[config.mk]
export PLATFORM = sky130hd
export DESIGN_NAME = calc_dispatcher
export DESIGN_NICKNAME = d
export VERILOG_FILES = /design/src/rtl/calc_dispatcher.sv
export SDC_FILE = /design/constraint.sdc
export NUM_CORES = 1
export LEC_CHECK = 0
export ABC_AREA = 1
export CORE_MARGIN = 8
export CORE_UTILIZATION = 30
export DETAILED_ROUTE_END_ITERATION = 10
export GPL_ROUTABILITY_DRIVEN = 0
export RECOVER_POWER = 50
export SYNTH_ARGS = -nofsm -noshare
export SYNTH_HDL_FRONTEND = slang
export SYNTH_SLANG_ARGS = --single-unit
[constraint.sdc]
create_clock -name clk -period 2.6 [get_ports clk]
set_input_delay 0.78 -clock clk [delete_from_list [all_inputs] [get_ports clk]]
set_output_delay 0.78 -clock clk [all_outputs]
set_load 0.01 [all_outputs]
[src/rtl/calc_dispatcher.sv]
// Command sequencer for Calculator_Core: validates one matrix command, issues it with a single
// start pulse, and watches for completion. Every command ends in one success or error response.
module calc_dispatcher #(
   parameter int unsigned TIMEOUT_CYCLES  = 4096,
   parameter int unsigned ERR_HOLD_CYCLES = 100_000_000
) (
   input  logic        clk,
   input  logic        rst_n,
   input  logic        i_cmd_valid,
   output logic        o_cmd_ready,
   input  logic [2:0]  i_cmd_op,
   input  logic [7:0]  i_a_addr,
   input  logic [31:0] i_a_m,
   input  logic [31:0] i_a_n,
   input  logic [7:0]  i_b_addr,
   input  logic [31:0] i_b_m,
   input  logic [31:0] i_b_n,
   input  logic [7:0]  i_res_addr,
   output logic        o_start_calc,
   output logic [2:0]  o_op_code,
   output logic [7:0]  o_op1_addr,
   output logic [31:0] o_op1_m,
   output logic [31:0] o_op1_n,
   output logic [7:0]  o_op2_addr,
   output logic [31:0] o_op2_m,
   output logic [31:0] o_op2_n,
   output logic [7:0]  o_res_addr,
   input  logic        i_calc_done,
   output logic        o_busy,
   output logic        o_rsp_valid,
   output logic        o_rsp_err,
   output logic [2:0]  o_err_code,
   output logic [31:0] o_res_m,
   output logic [31:0] o_res_n,
   output logic        o_err_active
);

   localparam logic [2:0] StIdle    = 3'd0;
   localparam logic [2:0] StCheck   = 3'd1;
   localparam logic [2:0] StStart   = 3'd2;
   localparam logic [2:0] StWait    = 3'd3;
   localparam logic [2:0] StResp    = 3'd4;
   localparam logic [2:0] StErrHold = 3'd5;

   localparam logic [32:0] TimeoutLim = 33'(TIMEOUT_CYCLES);
   localparam logic [32:0] HoldLim    = 33'(ERR_HOLD_CYCLES);

   localparam logic [2:0] ErrNone     = 3'd0;
   localparam logic [2:0] ErrRange    = 3'd1;
   localparam logic [2:0] ErrMismatch = 3'd2;
   localparam logic [2:0] ErrOpcode   = 3'd3;
   localparam logic [2:0] ErrTimeout  = 3'd4;

   logic [2:0]  state_q, state_d;
   logic [31:0] cnt_q, cnt_d;
   logic [2:0]  op_code_q, op_code_d;
   logic [7:0]  op1_addr_q, op1_addr_d, op2_addr_q, op2_addr_d, res_addr_q, res_addr_d;
   logic [31:0] op1_m_q, op1_m_d, op1_n_q, op1_n_d;
   logic [31:0] op2_m_q, op2_m_d, op2_n_q, op2_n_d;
   logic [31:0] res_m_q, res_m_d, res_n_q, res_n_d;
   logic        rsp_valid_q, rsp_valid_d;
   logic        rsp_err_q, rsp_err_d;
   logic [2:0]  err_code_q, err_code_d;

   logic [2:0]  chk_code;
   logic [31:0] chk_m, chk_n;
   logic [32:0] cnt_inc;
   logic [31:0] cnt_sat;

   function automatic logic in_range(input logic [31:0] v);
      return (v >= 32'd1) && (v <= 32'd5);
   endfunction

   // Rules in priority order; the first failing one wins.
   always_comb begin
      chk_code = ErrNone;
      if (op_code_q > 3'd3) begin
         chk_code = ErrOpcode;
      end else if (!in_range(op1_m_q) || !in_range(op1_n_q)) begin
         chk_code = ErrRange;
      end else if ((op_code_q == 3'd1 || op_code_q == 3'd3) &&
                   (!in_range(op2_m_q) || !in_range(op2_n_q))) begin
         chk_code = ErrRange;
      end else if (op_code_q == 3'd1 && (op2_m_q != op1_m_q || op2_n_q != op1_n_q)) begin
         chk_code = ErrMismatch;
      end else if (op_code_q == 3'd3 && op1_n_q != op2_m_q) begin
         chk_code = ErrMismatch;
      end
   end

   always_comb begin
      chk_m = op1_m_q;
      chk_n = op1_n_q;
      case (op_code_q)
         3'd0:    begin chk_m = op1_n_q; chk_n = op1_m_q; end
         3'd3:    begin chk_m = op1_m_q; chk_n = op2_n_q; end
         default: begin chk_m = op1_m_q; chk_n = op1_n_q; end
      endcase
   end

   assign cnt_inc = {1'b0, cnt_q} + 33'd1;
   assign cnt_sat = (cnt_q == 32'hFFFF_FFFF) ? cnt_q : cnt_q + 32'd1;

   always_comb begin
      state_d     = state_q;
      cnt_d       = cnt_q;
      op_code_d   = op_code_q;
      op1_addr_d  = op1_addr_q;
      op1_m_d     = op1_m_q;
      op1_n_d     = op1_n_q;
      op2_addr_d  = op2_addr_q;
      op2_m_d     = op2_m_q;
      op2_n_d     = op2_n_q;
      res_addr_d  = res_addr_q;
      res_m_d     = res_m_q;
      res_n_d     = res_n_q;
      rsp_valid_d = 1'b0;
      rsp_err_d   = 1'b0;
      err_code_d  = err_code_q;
      case (state_q)
         StIdle: begin
            err_code_d = ErrNone;
            if (i_cmd_valid) begin
               op_code_d  = i_cmd_op;
               op1_addr_d = i_a_addr;
               op1_m_d    = i_a_m;
               op1_n_d    = i_a_n;
               op2_addr_d = i_b_addr;
               op2_m_d    = i_b_m;
               op2_n_d    = i_b_n;
               res_addr_d = i_res_addr;
               state_d    = StCheck;
            end
         end
         StCheck: begin
            res_m_d = chk_m;
            res_n_d = chk_n;
            if (chk_code != ErrNone) begin
               state_d     = StErrHold;
               cnt_d       = '0;
               rsp_valid_d = 1'b1;
               rsp_err_d   = 1'b1;
               err_code_d  = chk_code;
            end else begin
               state_d = StStart;
            end
         end
         StStart: begin
            cnt_d   = '0;
            state_d = StWait;
         end
         StWait: begin
            // Done in the same cycle as expiry still counts as success.
            if (i_calc_done) begin
               state_d     = StResp;
               rsp_valid_d = 1'b1;
               err_code_d  = ErrNone;
            end else if (cnt_inc >= TimeoutLim) begin
               state_d     = StErrHold;
               cnt_d       = '0;
               rsp_valid_d = 1'b1;
               rsp_err_d   = 1'b1;
               err_code_d  = ErrTimeout;
            end else begin
               cnt_d = cnt_sat;
            end
         end
         StResp: begin
            state_d = StIdle;
         end
         StErrHold: begin
            if (cnt_inc >= HoldLim) begin
               state_d = StIdle;
            end else begin
               cnt_d = cnt_sat;
            end
         end
         default: begin
            state_d = StIdle;
         end
      endcase
   end

   always_ff @(posedge clk) begin
      if (!rst_n) begin
         state_q     <= StIdle;
         cnt_q       <= '0;
         op_code_q   <= '0;
         op1_addr_q  <= '0;
         op1_m_q     <= '0;
         op1_n_q     <= '0;
         op2_addr_q  <= '0;
         op2_m_q     <= '0;
         op2_n_q     <= '0;
         res_addr_q  <= '0;
         res_m_q     <= '0;
         res_n_q     <= '0;
         rsp_valid_q <= 1'b0;
         rsp_err_q   <= 1'b0;
         err_code_q  <= '0;
      end else begin
         state_q     <= state_d;
         cnt_q       <= cnt_d;
         op_code_q   <= op_code_d;
         op1_addr_q  <= op1_addr_d;
         op1_m_q     <= op1_m_d;
         op1_n_q     <= op1_n_d;
         op2_addr_q  <= op2_addr_d;
         op2_m_q     <= op2_m_d;
         op2_n_q     <= op2_n_d;
         res_addr_q  <= res_addr_d;
         res_m_q     <= res_m_d;
         res_n_q     <= res_n_d;
         rsp_valid_q <= rsp_valid_d;
         rsp_err_q   <= rsp_err_d;
         err_code_q  <= err_code_d;
      end
   end

   assign o_cmd_ready  = (state_q == StIdle);
   assign o_busy       = (state_q != StIdle);
   assign o_start_calc = (state_q == StStart);
   assign o_err_active = (state_q == StErrHold);
   assign o_op_code    = op_code_q;
   assign o_op1_addr   = op1_addr_q;
   assign o_op1_m      = op1_m_q;
   assign o_op1_n      = op1_n_q;
   assign o_op2_addr   = op2_addr_q;
   assign o_op2_m      = op2_m_q;
   assign o_op2_n      = op2_n_q;
   assign o_res_addr   = res_addr_q;
   assign o_rsp_valid  = rsp_valid_q;
   assign o_rsp_err    = rsp_err_q;
   assign o_err_code   = err_code_q;
   assign o_res_m      = res_m_q;
   assign o_res_n      = res_n_q;

endmodule

==> key figures <==
Clocking
  – Clock sinks: 259
  – Root Buffer: clkbuf_16
  – TritonCTS Buffers: 34
  – H-tree depth: 2
  – Clock slew at reported path FFs: 0.06 ns
  – Max Buffers Root-to-Sink: 3
  – CTS tree: yes
  – Clock latency on the worst-skew pair: 0.56 ns

Logic synthesis
  – Post-synth EDFFs: 0
  – Synth Flop Type: dfxtp_1
  – Sequential fraction of the synthesis area: 39.6%
  – Synth Instances: 1,925
  – Post-synthesis mux area share: 0%
  – Synth Area in XOR/XNOR: 5.01%
  – Register bit count reported by yosys: 259
  – Ys async rst share: 0%
  – Avg Inst Size Synth: 6.80 um^2
  – Post-synthesis compound-gate area fraction: 21.7%
  – Largest family of logic cells by synthesized area: simple AND/OR/NAND/NOR gates
  – Most common cell in the netlist: nand2_1
  – Synth top area cells: dfxtp_1 (40%), nand2_1 (11%), a21oi_1 (10%)
  – Synth cell types: 34
  – Post-Synth Adder-Cell Area: 0.287%
  – Simple-Gate Fraction of Synth Area: 24.2%
  – Netlist Area Pre-Place: 13,100 um^2
  – Yosys top cell area share: 39.6%
  – Syn_nets: 2,087
  – Cell taking the most area after synthesis: dfxtp_1
  – Most frequent cells after synthesis: nand2_1 (380), a21oi_1 (264), dfxtp_1 (259)
  – Warnings from Yosys: 0

Setup path
  – CP peak stage delay: 0.54 ns
  – Worst setup SP type: register
  – Nature of the critical path endpoint: output pin
  – FF-to-FF path depth: 17
  – Crit path DAT: 1.73 ns
  – Critical R2R Launch: cnt_q[0]$_SDFFE_PN0P_
  – Worst Path Required: 1.82 ns
  – Worst path cell trace: buf_4 > clkdlybuf4s50_1
  – Max stage delay cell, worst path: clkdlybuf4s50_1
  – Max Fanout on Critical Path: 4
  – Critical path origin: o_op1_m[19]$_SDFFE_PN0P_
  – R2r setup slk: 0.09 ns
  – Setup CP Type: register to output pin
  – Reg2reg end: cnt_q[10]$_SDFFE_PN0P_
  – Kind of cell adding the most delay to the critical path: buffers and inverters
  – Buffers and inverters on the worst path: 2

Timing
  – Max Slew Vio Count: 0
  – Fin crit period: 2.51 ns
  – PnR worst setup slack: 0.0893 ns
  – Period utilization: 96.6%
  – Maximum clock rate: 398 MHz
  – Least-Margin Pin Slew: 0.920 ns
  – Hold_ws: 0.458 ns
  – Layout Skew: 0.0364 ns
  – Final setup violation count: 0
  – Rel. slew slack: 38.5%
  – Final Hold Viols: 0

Die
  – Row cnt: 76
  – Starting Density: 30.4%
  – Ports: 387
  – Core Area: 43,100 um^2
  – Die Height: 225 um
  – Full die area: 50,600 um^2
  – Die Width: 225 um

Global routing
  – Vias in the first global route: 14,600
  – Aggregate global-route resource usage: 23.2%
  – Largest net degree at the start of global routing: 84
  – Global route overflow: 0
  – Global-route wire length before repair: 90,900 um
  – Initial antenna violation count: 12

Placement
  – Worst slack, placed: -0.172 ns
  – PortBufs: 386
  – HPWL after DPL: 46,700 um

Pwr
  – Pleak: 8.14 nW
  – Worst VDD drop: 481 uV
  – Power Density: 720 nW/um^2

Detailed routing
  – DR iter-0 viols: 978
  – DRT Pass-1 Iters: 5
  – Via count: 14,800
  – Final wirelength: 61,900 um
  – Vias per Instance: 5.03
  – Remaining antenna violation count after routing: 0
  – Routed len/inst: 21.0 um
  – # DRC: 0

Cells and area
  – Layout cell share with drive strength beyond 1: 11.3%
  – Reg area: 5230 um^2
  – Area grow syn2layout: 49.8%
  – Final nets: 2,494
  – Area taken by multi-input logic gates: 6980 um^2
  – Fillers: 4,353

Hold path
  – Worst hold path depth: 2
  – Hold_sp: o_op2_addr[1]$_SDFFE_PN0P_
  – Worst hold path type: register to register
  – WHS Endpoint: o_op2_addr[1]$_SDFFE_PN0P_

Status
  – Status: completed

Flow run
  – Max-cap violations: 0
==> stage by stage <==
stage	instance area [um^2]	utilization (%)	setup TNS, ns	total power (W)	instances
6_report	19600	45.5	0	0.0141	2947
5_1_grt	19600	45.5	-0.333	0.0148	2944
2_1_floorplan	13100	-	0	0.00692	1925
4_1_cts	19300	44.7	0	0.0141	2929
3_3_place_gp	18100	42.0	-6.25	0.00913	2869
3_5_place_dp	18100	42.0	-4.34	0.00914	2869
==> state kept, by name, summed over array words and instances (netlist names), 8 cells and up <==
signal      cells
o_op1_m        32
o_res_m        32
o_op1_addr      8
o_op2_m        32
o_res_addr      8
o_res_n        32
o_op1_n        32
o_op2_addr      8
cnt_q          32
o_op2_n        32
==> cell type report <==
cell class              count  area share, %
clock inverters            15           1.06
multi-input cells        1358           35.6
repair buffers            479           24.3
flip-flops and latches    259           26.6
diodes                      6         0.0765
well taps                 585           3.73
inverters                 200           3.83
clock buffers              45           4.85
==> tightest hold or removal path: stages (launching register included) <==
cell and delay [ns]:
dfxtp_1 0.31, nand2_1 0.06, a21oi_1 0.05
==> cells in the final DEF (no fill, tap or decap), types with 13 or more instances in the layout <==
master and count:
a21oi_1 255, a221oi_1 16, buf_12 14, buf_4 61, clkbuf_16 37, clkdlybuf4s50_1 351, dfxtp_1 232, dfxtp_2 24
dlygate4sd3_1 29, inv_1 187, inv_2 13, nand2_1 366, nand2_2 17, nand3_1 113, nand4_1 25, nor2_1 166
nor2_2 24, o211ai_1 32, o21ai_0 195, xor2_1 64
==> worst max path at each step <==
| stage | endpoint | cells after the start |
|---|---|---|
| after floorplan | cnt_q[0]$_SDFFE_PN0P_ | 16 |
| after global placement | cnt_q[2]$_SDFFE_PN0P_ | 12 |
| after detailed placement | cnt_q[11]$_SDFFE_PN0P_ | 12 |
| after CTS | o_op2_m[19] | 1 |
| after global routing | cnt_q[4]$_SDFFE_PN0P_ | 15 |
| final | o_op1_m[19] | 2 |
==> power breakdown <==
part	internal, W	switching, W
clock network	0.00300	0.00196
logic	0.00180	0.00235
registers	0.00446	0.000561
==> per-layer routing <==
layer | share of wire, % | wire length [um] | vias up | GRT usage (%)
met1 | 39 | 24200 | 6950 | 26.7
met5 | 0.12 | 76 | - | 0
met3 | 9.5 | 5870 | 121 | 8.37
li1 | - | - | 7167 | -
met4 | 4.1 | 2510 | 12 | 9.96
met2 | 47 | 29300 | 571 | 38.6
==> logic make-up (layout without fill, tap and decap cells) <==
| family | after synthesis | count (layout) |
|---|---|---|
| adder cells (fa/ha/maj) | 3 | 3 |
| AO/OA/AOI/OAI | 531 | 531 |
| other | 0 | 6 |
| flip-flops | 259 | 259 |
| AND/OR/NAND/NOR | 749 | 750 |
| XOR/XNOR | 74 | 74 |
| buffers and inverters | 309 | 739 |
==> repair_timing <==
| action | 4_1_cts | 5_1_grt |
|---|---|---|
| hold buffers | 0 | 0 |
| buffers inserted | 0 | 6 |
| endpoints found under the setup margin | 41 | 41 |
| hold endpoints to repair | 0 | 0 |
| cloned | 0 | 6 |
| pin swaps | 0 | 22 |
| gates resized for setup | 9 | 101 |
(Power assumes the default switching activity.)
